### src/rtl/uart_pkg.sv
// Shared types and helpers for the oversampling UART receive path.
package uart_pkg;

  typedef enum logic [1:0] {
    NONE = 2'd0,
    EVEN = 2'd1,
    ODD  = 2'd2
  } parity_e;

  typedef enum logic [2:0] {
    S_IDLE,
    S_START,
    S_DATA,
    S_PARITY,
    S_STOP,
    S_BREAK_WAIT
  } rx_state_e;

  localparam int MAX_DATA_BITS = 9;
  localparam int MAX_ENTRY_W   = MAX_DATA_BITS + 3;

  // Packs {brk, frame_err, parity_err, data} with the flags placed directly
  // above the data_bits-wide payload; callers truncate to their entry width.
  function automatic logic [MAX_ENTRY_W-1:0] pack_entry(
    input logic                     brk,
    input logic                     frame_err,
    input logic                     parity_err,
    input logic [MAX_DATA_BITS-1:0] data,
    input int                       data_bits
  );
    logic [MAX_ENTRY_W-1:0] flags;
    flags = {{(MAX_ENTRY_W-3){1'b0}}, brk, frame_err, parity_err};
    return {3'b000, data} | (flags << data_bits);
  endfunction

  // Legal parameter ranges for the receiver; checked at elaboration.
  function automatic bit params_ok(
    input int oversample,
    input int data_bits,
    input int parity,
    input int stop_bits,
    input int fifo_depth
  );
    bit ok;
    ok = 1'b1;
    if (oversample < 8 || (oversample % 2) != 0) ok = 1'b0;
    if (data_bits < 5 || data_bits > MAX_DATA_BITS) ok = 1'b0;
    if (parity < 0 || parity > 2) ok = 1'b0;
    if (stop_bits < 1 || stop_bits > 2) ok = 1'b0;
    if (fifo_depth < 2 || (fifo_depth & (fifo_depth - 1)) != 0) ok = 1'b0;
    return ok;
  endfunction

endpackage

### src/rtl/sync_fifo.sv
// Generic synchronous FIFO with first-word fall-through read port.
module sync_fifo #(
  parameter int WIDTH = 8,
  parameter int DEPTH = 4
) (
  input  logic             clk,
  input  logic             reset,
  input  logic             push,
  input  logic [WIDTH-1:0] wdata,
  input  logic             pop,
  output logic [WIDTH-1:0] rdata,
  output logic             full,
  output logic             empty
);
  localparam int AW = (DEPTH > 1) ? $clog2(DEPTH) : 1;
  localparam logic [AW:0] DEPTH_C = (AW+1)'(DEPTH);

  logic [WIDTH-1:0] mem [DEPTH];
  logic [AW-1:0]    wr_ptr;
  logic [AW-1:0]    rd_ptr;
  logic [AW:0]      count;
  logic             wr_en;
  logic             rd_en;

  assign full  = (count == DEPTH_C);
  assign empty = (count == '0);
  assign rd_en = pop && !empty;
  // A pop in the same cycle frees the slot, so a push into a full FIFO is still taken.
  assign wr_en = push && (!full || rd_en);
  // Head reads as zero while empty so the outputs have a defined value after reset.
  assign rdata = empty ? '0 : mem[rd_ptr];

  // Storage array; contents need no reset because empty masks the head.
  always_ff @(posedge clk) begin
    if (wr_en) mem[wr_ptr] <= wdata;
  end

  // Pointer and occupancy bookkeeping; power-of-2 depth lets pointers wrap freely.
  always_ff @(posedge clk) begin
    if (reset) begin
      wr_ptr <= '0;
      rd_ptr <= '0;
      count  <= '0;
    end else begin
      if (wr_en) wr_ptr <= wr_ptr + 1'b1;
      if (rd_en) rd_ptr <= rd_ptr + 1'b1;
      case ({wr_en, rd_en})
        2'b10:   count <= count + 1'b1;
        2'b01:   count <= count - 1'b1;
        default: count <= count;
      endcase
    end
  end

endmodule

### src/rtl/uart_rx_os.sv
// Oversampling UART receiver with majority voting, error/break detection
// and a frame FIFO behind a valid/ready handshake.
module uart_rx_os
  import uart_pkg::*;
#(
  parameter int CLK_FREQ   = 50_000_000,
  parameter int BAUD_RATE  = 115200,
  parameter int OVERSAMPLE = 16,
  parameter int DATA_BITS  = 8,
  parameter int PARITY     = 1,
  parameter int STOP_BITS  = 1,
  parameter int FIFO_DEPTH = 4
) (
  input  logic                 clk,
  input  logic                 reset,
  input  logic                 uartRx,
  output logic [DATA_BITS-1:0] rxData,
  output logic                 rxValid,
  input  logic                 rxReady,
  output logic                 parityError,
  output logic                 frameError,
  output logic                 breakFlag,
  output logic                 breakDetect,
  output logic                 overrun,
  input  logic                 clearOverrun,
  output logic                 rxBusy
);
  localparam int DIV = CLK_FREQ / (BAUD_RATE * OVERSAMPLE);
  localparam int TW  = (DIV > 1) ? $clog2(DIV) : 1;
  localparam int SW  = (OVERSAMPLE > 1) ? $clog2(OVERSAMPLE) : 1;
  localparam int BW  = (DATA_BITS > 1) ? $clog2(DATA_BITS) : 1;
  localparam int EW  = DATA_BITS + 3;
  localparam int M   = OVERSAMPLE / 2;

  localparam logic [TW-1:0] TICK_LAST = TW'(DIV - 1);
  localparam logic [SW-1:0] SC_LO     = SW'(M - 1);
  localparam logic [SW-1:0] SC_MID    = SW'(M);
  localparam logic [SW-1:0] SC_HI     = SW'(M + 1);
  localparam logic [SW-1:0] SC_LAST   = SW'(OVERSAMPLE - 1);
  localparam logic [BW-1:0] DATA_LAST = BW'(DATA_BITS - 1);
  localparam logic [BW-1:0] STOP_LAST = BW'(STOP_BITS - 1);
  localparam parity_e       PMODE     = parity_e'(PARITY);

  if (DIV < 1) begin : g_div_chk
    $error("uart_rx_os: CLK_FREQ too low for BAUD_RATE*OVERSAMPLE (DIV < 1)");
  end
  if (!params_ok(OVERSAMPLE, DATA_BITS, PARITY, STOP_BITS, FIFO_DEPTH)) begin : g_param_chk
    $error("uart_rx_os: parameter out of range");
  end

  logic                 sync_p0;
  logic                 sync_p1;
  logic                 rxS;
  rx_state_e            state;
  rx_state_e            next_state;
  logic [TW-1:0]        tcnt;
  logic                 tick;
  logic [SW-1:0]        sc;
  logic                 s_lo;
  logic                 s_mid;
  logic                 maj;
  logic                 decide;
  logic [BW-1:0]        bcnt;
  logic [DATA_BITS-1:0] shreg;
  logic                 exp_par;
  logic                 par_err;
  logic                 frame_err;
  logic                 seen_one;
  logic                 break_cond;
  logic                 push;
  logic                 brk_now;
  logic [EW-1:0]        entry;
  logic [EW-1:0]        head;
  logic                 fifo_full;
  logic                 fifo_empty;
  logic                 pop;
  logic                 drop;
  logic                 break_det;
  logic                 ovr;

  // Two-flop synchroniser; flops rest high so reset never looks like a start bit
  always_ff @(posedge clk) begin
    if (reset) begin
      sync_p0 <= 1'b1;
      sync_p1 <= 1'b1;
    end else begin
      sync_p0 <= uartRx;
      sync_p1 <= sync_p0;
    end
  end
  assign rxS = sync_p1;

  // Oversample tick divider, parked at zero while idle so each frame starts phase-aligned
  always_ff @(posedge clk) begin
    if (reset || state == S_IDLE) tcnt <= '0;
    else if (tcnt == TICK_LAST)   tcnt <= '0;
    else                          tcnt <= tcnt + 1'b1;
  end
  assign tick = (state != S_IDLE) && (tcnt == TICK_LAST);

  // Sample counter within a bit, capturing the two early votes around the midpoint
  always_ff @(posedge clk) begin
    if (reset || state == S_IDLE) begin
      sc    <= '0;
      s_lo  <= 1'b1;
      s_mid <= 1'b1;
    end else if (tick) begin
      sc <= (sc == SC_LAST) ? '0 : sc + 1'b1;
      if (sc == SC_LO)  s_lo  <= rxS;
      if (sc == SC_MID) s_mid <= rxS;
    end
  end
  assign decide  = tick && (sc == SC_HI);
  assign maj     = (s_lo & s_mid) | (s_lo & rxS) | (s_mid & rxS);
  assign exp_par = (PMODE == ODD) ? ~^shreg : ^shreg;
  // Break needs an all-zero frame: data, parity (if any) and every stop bit low.
  assign break_cond = (shreg == '0) && !seen_one && !maj;

  // FSM state register
  always_ff @(posedge clk) begin
    if (reset) state <= S_IDLE;
    else       state <= next_state;
  end

  // Next-state logic; the entry is pushed on the final stop-bit decision
  always_comb begin
    next_state = state;
    push       = 1'b0;
    brk_now    = 1'b0;
    case (state)
      S_IDLE:       if (!rxS) next_state = S_START;
      S_START:      if (decide) next_state = maj ? S_IDLE : S_DATA;
      S_DATA:       if (decide && bcnt == DATA_LAST)
                      next_state = (PMODE != NONE) ? S_PARITY : S_STOP;
      S_PARITY:     if (decide) next_state = S_STOP;
      S_STOP: begin
        if (decide && bcnt == STOP_LAST) begin
          push = 1'b1;
          if (break_cond) begin
            brk_now    = 1'b1;
            next_state = S_BREAK_WAIT;
          end else begin
            next_state = S_IDLE;
          end
        end
      end
      S_BREAK_WAIT: if (rxS) next_state = S_IDLE;
      default:      next_state = S_IDLE;
    endcase
  end

  // Per-frame bit counter and error accumulation, cleared whenever the FSM idles
  always_ff @(posedge clk) begin
    if (reset || state == S_IDLE) begin
      bcnt      <= '0;
      par_err   <= 1'b0;
      frame_err <= 1'b0;
      seen_one  <= 1'b0;
    end else if (decide) begin
      bcnt <= (next_state != state) ? '0 : bcnt + 1'b1;
      if (state == S_PARITY) begin
        par_err  <= (maj != exp_par);
        seen_one <= seen_one | maj;
      end
      if (state == S_STOP) begin
        frame_err <= frame_err | ~maj;
        seen_one  <= seen_one | maj;
      end
    end
  end

  // Data shift register, LSB first; fully rewritten each frame so it needs no reset
  always_ff @(posedge clk) begin
    if (decide && state == S_DATA) shreg <= {maj, shreg[DATA_BITS-1:1]};
  end

  assign entry = EW'(pack_entry(brk_now, frame_err | ~maj, par_err,
                                MAX_DATA_BITS'(shreg), DATA_BITS));

  sync_fifo #(
    .WIDTH (EW),
    .DEPTH (FIFO_DEPTH)
  ) u_fifo (
    .clk   (clk),
    .reset (reset),
    .push  (push),
    .wdata (entry),
    .pop   (pop),
    .rdata (head),
    .full  (fifo_full),
    .empty (fifo_empty)
  );

  assign rxValid     = !fifo_empty;
  assign pop         = rxValid && rxReady;
  assign drop        = push && fifo_full && !pop;
  assign rxData      = head[DATA_BITS-1:0];
  assign parityError = head[DATA_BITS];
  assign frameError  = head[DATA_BITS+1];
  assign breakFlag   = head[DATA_BITS+2];
  assign breakDetect = break_det;
  assign overrun     = ovr;
  assign rxBusy      = (state != S_IDLE);

  // Break pulse and sticky overrun; a drop in the clearing cycle keeps overrun set
  always_ff @(posedge clk) begin
    if (reset) begin
      break_det <= 1'b0;
      ovr       <= 1'b0;
    end else begin
      break_det <= brk_now;
      if (drop)              ovr <= 1'b1;
      else if (clearOverrun) ovr <= 1'b0;
    end
  end

endmodule

### config.mk
export PLATFORM = sky130hd
export DESIGN_NAME = uart_rx_os
export DESIGN_NICKNAME = d
export VERILOG_FILES = /design/src/rtl/uart_pkg.sv /design/src/rtl/sync_fifo.sv /design/src/rtl/uart_rx_os.sv
export SDC_FILE = /design/constraint.sdc
export NUM_CORES = 1
export LEC_CHECK = 0
export BUFFER_PORTS_ARGS = -buffer_cell sky130_fd_sc_hd__clkbuf_2
export CORE_MARGIN = 1.5
export CORE_UTILIZATION = 35
export DETAILED_ROUTE_END_ITERATION = 8
export PLACE_DENSITY = 0.53
export SLEW_MARGIN = 25
export SYNTH_ARGS = -nofsm -noshare
export SYNTH_HDL_FRONTEND = slang
export SYNTH_SLANG_ARGS = --single-unit
### constraint.sdc
create_clock -name clk -period 2.7 [get_ports clk]
set_input_delay 0.27 -clock clk [delete_from_list [all_inputs] [get_ports clk]]
set_output_delay 0.27 -clock clk [all_outputs]
set_load 0.005 [all_outputs]
Word-level counts from Yosys, hierarchy flattened

Memories as Yosys holds them, arrays and structs flattened. A register that Yosys moved wholly into a read port is not among the register bits.
Cells that the tools add are included.

Output and inout port bits: 15
Bits of input ports: 5
Memories: 1
Flip-flop bits (word level): 39
RAM bits: 44

Memory list:

| name       | words | bits a word | rd ports | clocked after Yosys merged registers in | write ports | RTL line        | text |
|---|---|---|---|---|---|---|---|
| u_fifo.mem | 4     | 11          | 1        | 1                                       | 1           | sync_fifo.sv:18 | `logic [WIDTH-1:0] mem [DEPTH];` |

$add $sub $neg: 7
Reductions and logical operators: 34
Multiplexer cells: 26
Bitwise logic cells: 9
Eq/ne operators: 16

Operators by type and width:

| cell                                                                  | number |
|---|---|
| 3-bit two-way mux                                                     | 8 |
| 3-bit one-hot mux with 6 select lines                                 | 1 |
| 3-bit equality test, second input constant                            | 4 |
| 4-bit equality test, second input constant                            | 3 |
| 1-bit logical AND                                                     | 12 |
| 1-bit two-way mux                                                     | 11 |
| 11-bit two-way mux                                                    | 1 |
| 8-bit by 11-bit OR with 11-bit output                                 | 1 |
| 2-bit AND reduction                                                   | 5 |
| 3-bit zero test                                                       | 3 |
| 8-bit zero test                                                       | 1 |
| 8-bit parity                                                          | 1 |
| 3-bit by 1-bit adder with 3-bit output, second input constant         | 2 |
| 3-bit by 2-bit equality test with 1-bit output, second input constant | 2 |
| 2-bit two-way mux                                                     | 3 |
| 3-bit one-hot mux with 2 select lines                                 | 1 |
| 2-bit nonzero test                                                    | 3 |
| 5-bit by 1-bit adder with 5-bit output, second input constant         | 1 |
| 5-bit equality test, second input constant                            | 1 |
| 1-bit zero test                                                       | 5 |
| 2-bit by 1-bit adder with 2-bit output, second input constant         | 2 |
| 4-bit by 1-bit adder with 4-bit output, second input constant         | 1 |
| 4-bit by 3-bit equality test with 1-bit output, second input constant | 1 |
| 4-bit two-way mux                                                     | 1 |
| other kinds (12)                                                      | 18 |

Depth between registers and ports, before layout

Depth after elaboration: 10
Depth in mapped cells: 13
Depth with buffers taken out: 12

Modules after synthesis

Synthesis repeated with hierarchy kept, for this count alone.

Cells, all modules: 287
Area total of the unflattened synthesis: 3797.4 um^2

By module, submodules not included:

| module     | instances | cells an instance | area an instance (um^2) |
|---|---|---|---|
| sync_fifo  | 1         | 123               | 2179.6 |
| uart_rx_os | 1         | 164               | 1617.8 |

Least setup slack after synthesis

No wires, ideal clock.

Path kind: reg-to-reg
Start: register sc[1]
End: register u_fifo.count[2]
Arrival time: 2.341 ns
Buffers on the path: 1
Required time: 2.629 ns
Stages on the path, launching flop included: 14
Library setup time: 0.071 ns
Slack: 0.289 ns
Cell sequence: dfxtp_1 > inv_1 > ha_1 > nand3b_1 > nor4_4 > and2b_1 > buf_4 > inv_2 > ha_1 > inv_1 > fa_1 > xor2_1 > or3_1 > a21oi_1

Longest elaborated chain between the ends: 8

Ends and longest elaborated chain:

| what                                                                                         | RTL line          | text |
|---|---|---|
| from (decl)                                                                                  | uart_rx_os.sv:58  | `logic [SW-1:0] sc;` |
| from (signal assigned)                                                                       | uart_rx_os.sv:108 | `sc <= (sc == SC_LAST) ? '0 : sc + 1'b1;` |
| 4-bit equality test (*)                                                                      | uart_rx_os.sv:113 | `assign decide = tick && (sc == SC_HI);` |
| 1-bit logical AND (*)                                                                        | uart_rx_os.sv:113 |  |
| 1-bit logical AND (*)                                                                        | uart_rx_os.sv:137 | `if (decide && bcnt == STOP_LAST) begin` |
| 1-bit two-way mux (*)                                                                        | uart_rx_os.sv:137 |  |
| 1-bit two-way mux (*)                                                                        | uart_rx_os.sv:130 | `case (state)` |
| 1-bit logical AND (*)                                                                        | sync_fifo.sv:29   | `assign wr_en = push && (!full \|\| rd_en);` |
| 2-bit by 1-bit equality test with 1-bit output / 2-bit equality test (equally long branches) | sync_fifo.sv:47   | `case ({wr_en, rd_en})` |
| 3-bit one-hot mux with 2 select lines / 2-bit nonzero test (equally long branches)           | --                |  |
| to (signal assigned)                                                                         | sync_fifo.sv:48   | `2'b10: count <= count + 1'b1;` |
| to (signal assigned)                                                                         | sync_fifo.sv:49   | `2'b01: count <= count - 1'b1;` |
| to (signal assigned)                                                                         | sync_fifo.sv:50   | `default: count <= count;` |
| to (decl)                                                                                    | sync_fifo.sv:21   | `logic [AW:0] count;` |

Mark *: on every way between the ends. The rest lies on a longest branch, timed or not.
A chain may end at the register's enable or synchronous reset.

Final worst setup path

Ends and elaborated chain as after synthesis.

==> out/summary.txt <==
status: complete, no violations
Synth Area per Inst: 12.9 um^2
cell area power density: 535 nW/um^2
Nets: 347
IO Pins: 20
Clk pin slew, worst setup/hold paths: 0.08 ns
Avg Vias per Cell: 4.73
Post-synth top cells: edfxtp_1 (52), dfxtp_1 (33), nor2_1 (23)
global-route wire length before repair: 11200 um
largest net degree at the start of global routing: 19
clk sinks: 85
Clock Tree Root: clkbuf_8
Setup Fix Bufs, Post-CTS: 0
top post-synthesis cells by area: edfxtp_1 (42%), dfxtp_1 (18%), mux4_2 (6.6%)
Setup TNS: 0 ns
Reg power frac: 60.5%
Port Buf Inserts: 19
max-capacitance violation count: 0
Synth Warn #: 0
total gr overflow: 0
CTS tree: done
Slew Limit Fails: 0
Synth Instances: 290
most frequent cell after synthesis: edfxtp_1
GR Util All Layers: 13.1%
async set-or-reset flop fraction in the synthesized netlist: 0%
RSZ-0062 raised after global routing: false
Slew HR: 56.3%
Sw Pwr: 0.529 mW
worst slew pin tran: 0.651 ns
Clk pwr share: 35.1%
combinational share of power: 4.4%
area growth from synthesis to final layout: 13.4%
Post-synth EDFFs: 52
Synth top area share: 41.7%
ANT cells: 0
Setup Viol. Count Final: 0
fmax: 0.405 GHz
final hold viol count: 0
Distinct cells, synth: 49
DP HPWL: 4690 um
worst-path fanout max: 4
Int Pwr: 1.74 mW
DR DRC count: 0
Clock Latency Late Sink: 0.35 ns
Core Area: 10400 um^2
synthesized area: 3750 um^2
Max Root-Sink Buffers: 2
CP required: 2.99 ns
skew final: 0.00724 ns
CTS buffer count: 9
Post-Syn Nets: 313
Post-CTS Resized: 0
vias: 2201
Final GP Congestion: 0.799
vias in the first global route: 2309
layout cells sized above 1: 21.6%
CP startpoint kind: register
WS Path Type: register to register
Initial Util: 36.1%
Pleak: 1.62 nW
Worst EP arrival: 2.76 ns
Top FF cell, synth: edfxtp_1
drt pass-1 iters: 4
Crit. End Element: register
Routed Antenna Nets: 0
Hold WC Path Type: primary input to register
fin crit period: 2.47 ns
hold_buf cts: 0
Overall Power: 2.27 mW
DR WL/cell: 13.9 um
WL final: 6480 um
Synth area leader: edfxtp_1
Detailed Route Iter0 Violations: 64
sequential fraction of the synthesis area: 59.3%
period utilization: 91.5%
Sw Ratio: 23.3%
height of the die: 106 um
initial antenna violation count: 0
die area: 11300 um^2
H-tree depth: 3
Synth Register Bits: 85
die width: 106 um
Core Rows: 37
maximum VDD drop: 0.208 mV
cells by family after synthesis:
logic type | synth area share [%]
and+or+nand+nor | 15.0
DFF | 59.3
buffers and inverters | 3.24
AOI/OAI and AO/OA | 4.97
adders and majority gates | 6.51
muxes | 7.95
xor gates and xnor gates | 3.04
area by class of cell:
type	count	area [um^2]
Fill cell	1024	6120
Sequential cell	85	2220
Multi-Input combinational cell	174	1400
Timing Repair Buffer	33	200
Tap cell	136	170
Clock buffer	10	128
Inverter	21	78.8
Clock inverter	6	45.0
path summary, 6_finish.rpt:
| path | start | endpoint | slack [ns] | cells after the start |
|---|---|---|---|---|
| worst max-delay path | sc[1]$_SDFFE_PP0P_ | u_fifo.count[2]$_SDFFE_PP0P_ | 0.23 | 12 |
| worst min-delay path | uartRx | sync_p0$_SDFF_PP1_ | 0.1 | 2 |
| worst max register to register | sc[1]$_SDFFE_PP0P_ | u_fifo.count[2]$_SDFFE_PP0P_ | 0.23 | 12 |
| worst min register to register | sync_p0$_SDFF_PP1_ | rxS$_SDFF_PP1_ | 0.41 | 1 |
routing by layer:
metal / GRT usage [%] / up-vias / wire length [um]
met5: 0 / - / 0
met4: 4.67 / 0 / 118
met3: 3.68 / 13 / 167
met2: 23.3 / 23 / 3400
met1: 14.9 / 1065 / 2790
li1: - / 1100 / -
sequential cells by signal, indices dropped and copies added, names as in the netlist, 2 cells and up, named ones only:
signal and flops:
u_fifo.count 3, sc 4, u_fifo.wr_ptr 2, bcnt 3, u_fifo.rd_ptr 2, state 3
shreg 8, u_fifo.mem 44, tcnt 5
power groups by stage:
stage	clock, mW	combinational, mW	sequential, mW
2_1_floorplan	0	0.0714	1.40
3_3_place_gp	0	0.100	1.40
3_5_place_dp	0	0.101	1.40
4_1_cts	0.835	0.101	1.37
5_1_grt	0.890	0.113	1.38
6_report	0.798	0.0996	1.37
layout by cell type, fill, tap and decap left out, drive strengths merged, types with 6 or more instances in the layout:
cell / n
nand3: 8
inv: 23
nand2: 16
buf: 14
edfxtp: 52
a21oi: 12
xor2: 6
xnor2: 7
dfxtp: 33
ha: 17
clkbuf: 29
mux4: 11
nor2: 25
and2: 16
metrics by stage:
stage	cells	hold slack, ns	cell area [um^2]	util, %	setup slack, ns
4_1_cts	465	0.0795	4250	41.0	0.179
3_3_place_gp	449	0.397	4080	39.3	0.307
3_5_place_dp	449	0.399	4080	39.3	0.195
2_1_floorplan	290	0.374	3750	-	0.289
5_1_grt	465	0.0833	4250	41.0	0.0462
6_report	465	0.0956	4250	41.0	0.230
worst max-delay path, stage by stage (launching register included):
cell and delay (ns):
dfxtp_1 0.37, inv_1 0.10, ha_1 0.18, nand3b_1 0.22, nor4_4 0.09, and2b_1 0.18, inv_2 0.05, ha_1 0.17
inv_1 0.06, fa_1 0.37, xor2_1 0.16, or3_1 0.30, a21oi_1 0.14
Note: power is estimated with default switching activity, not from simulation.
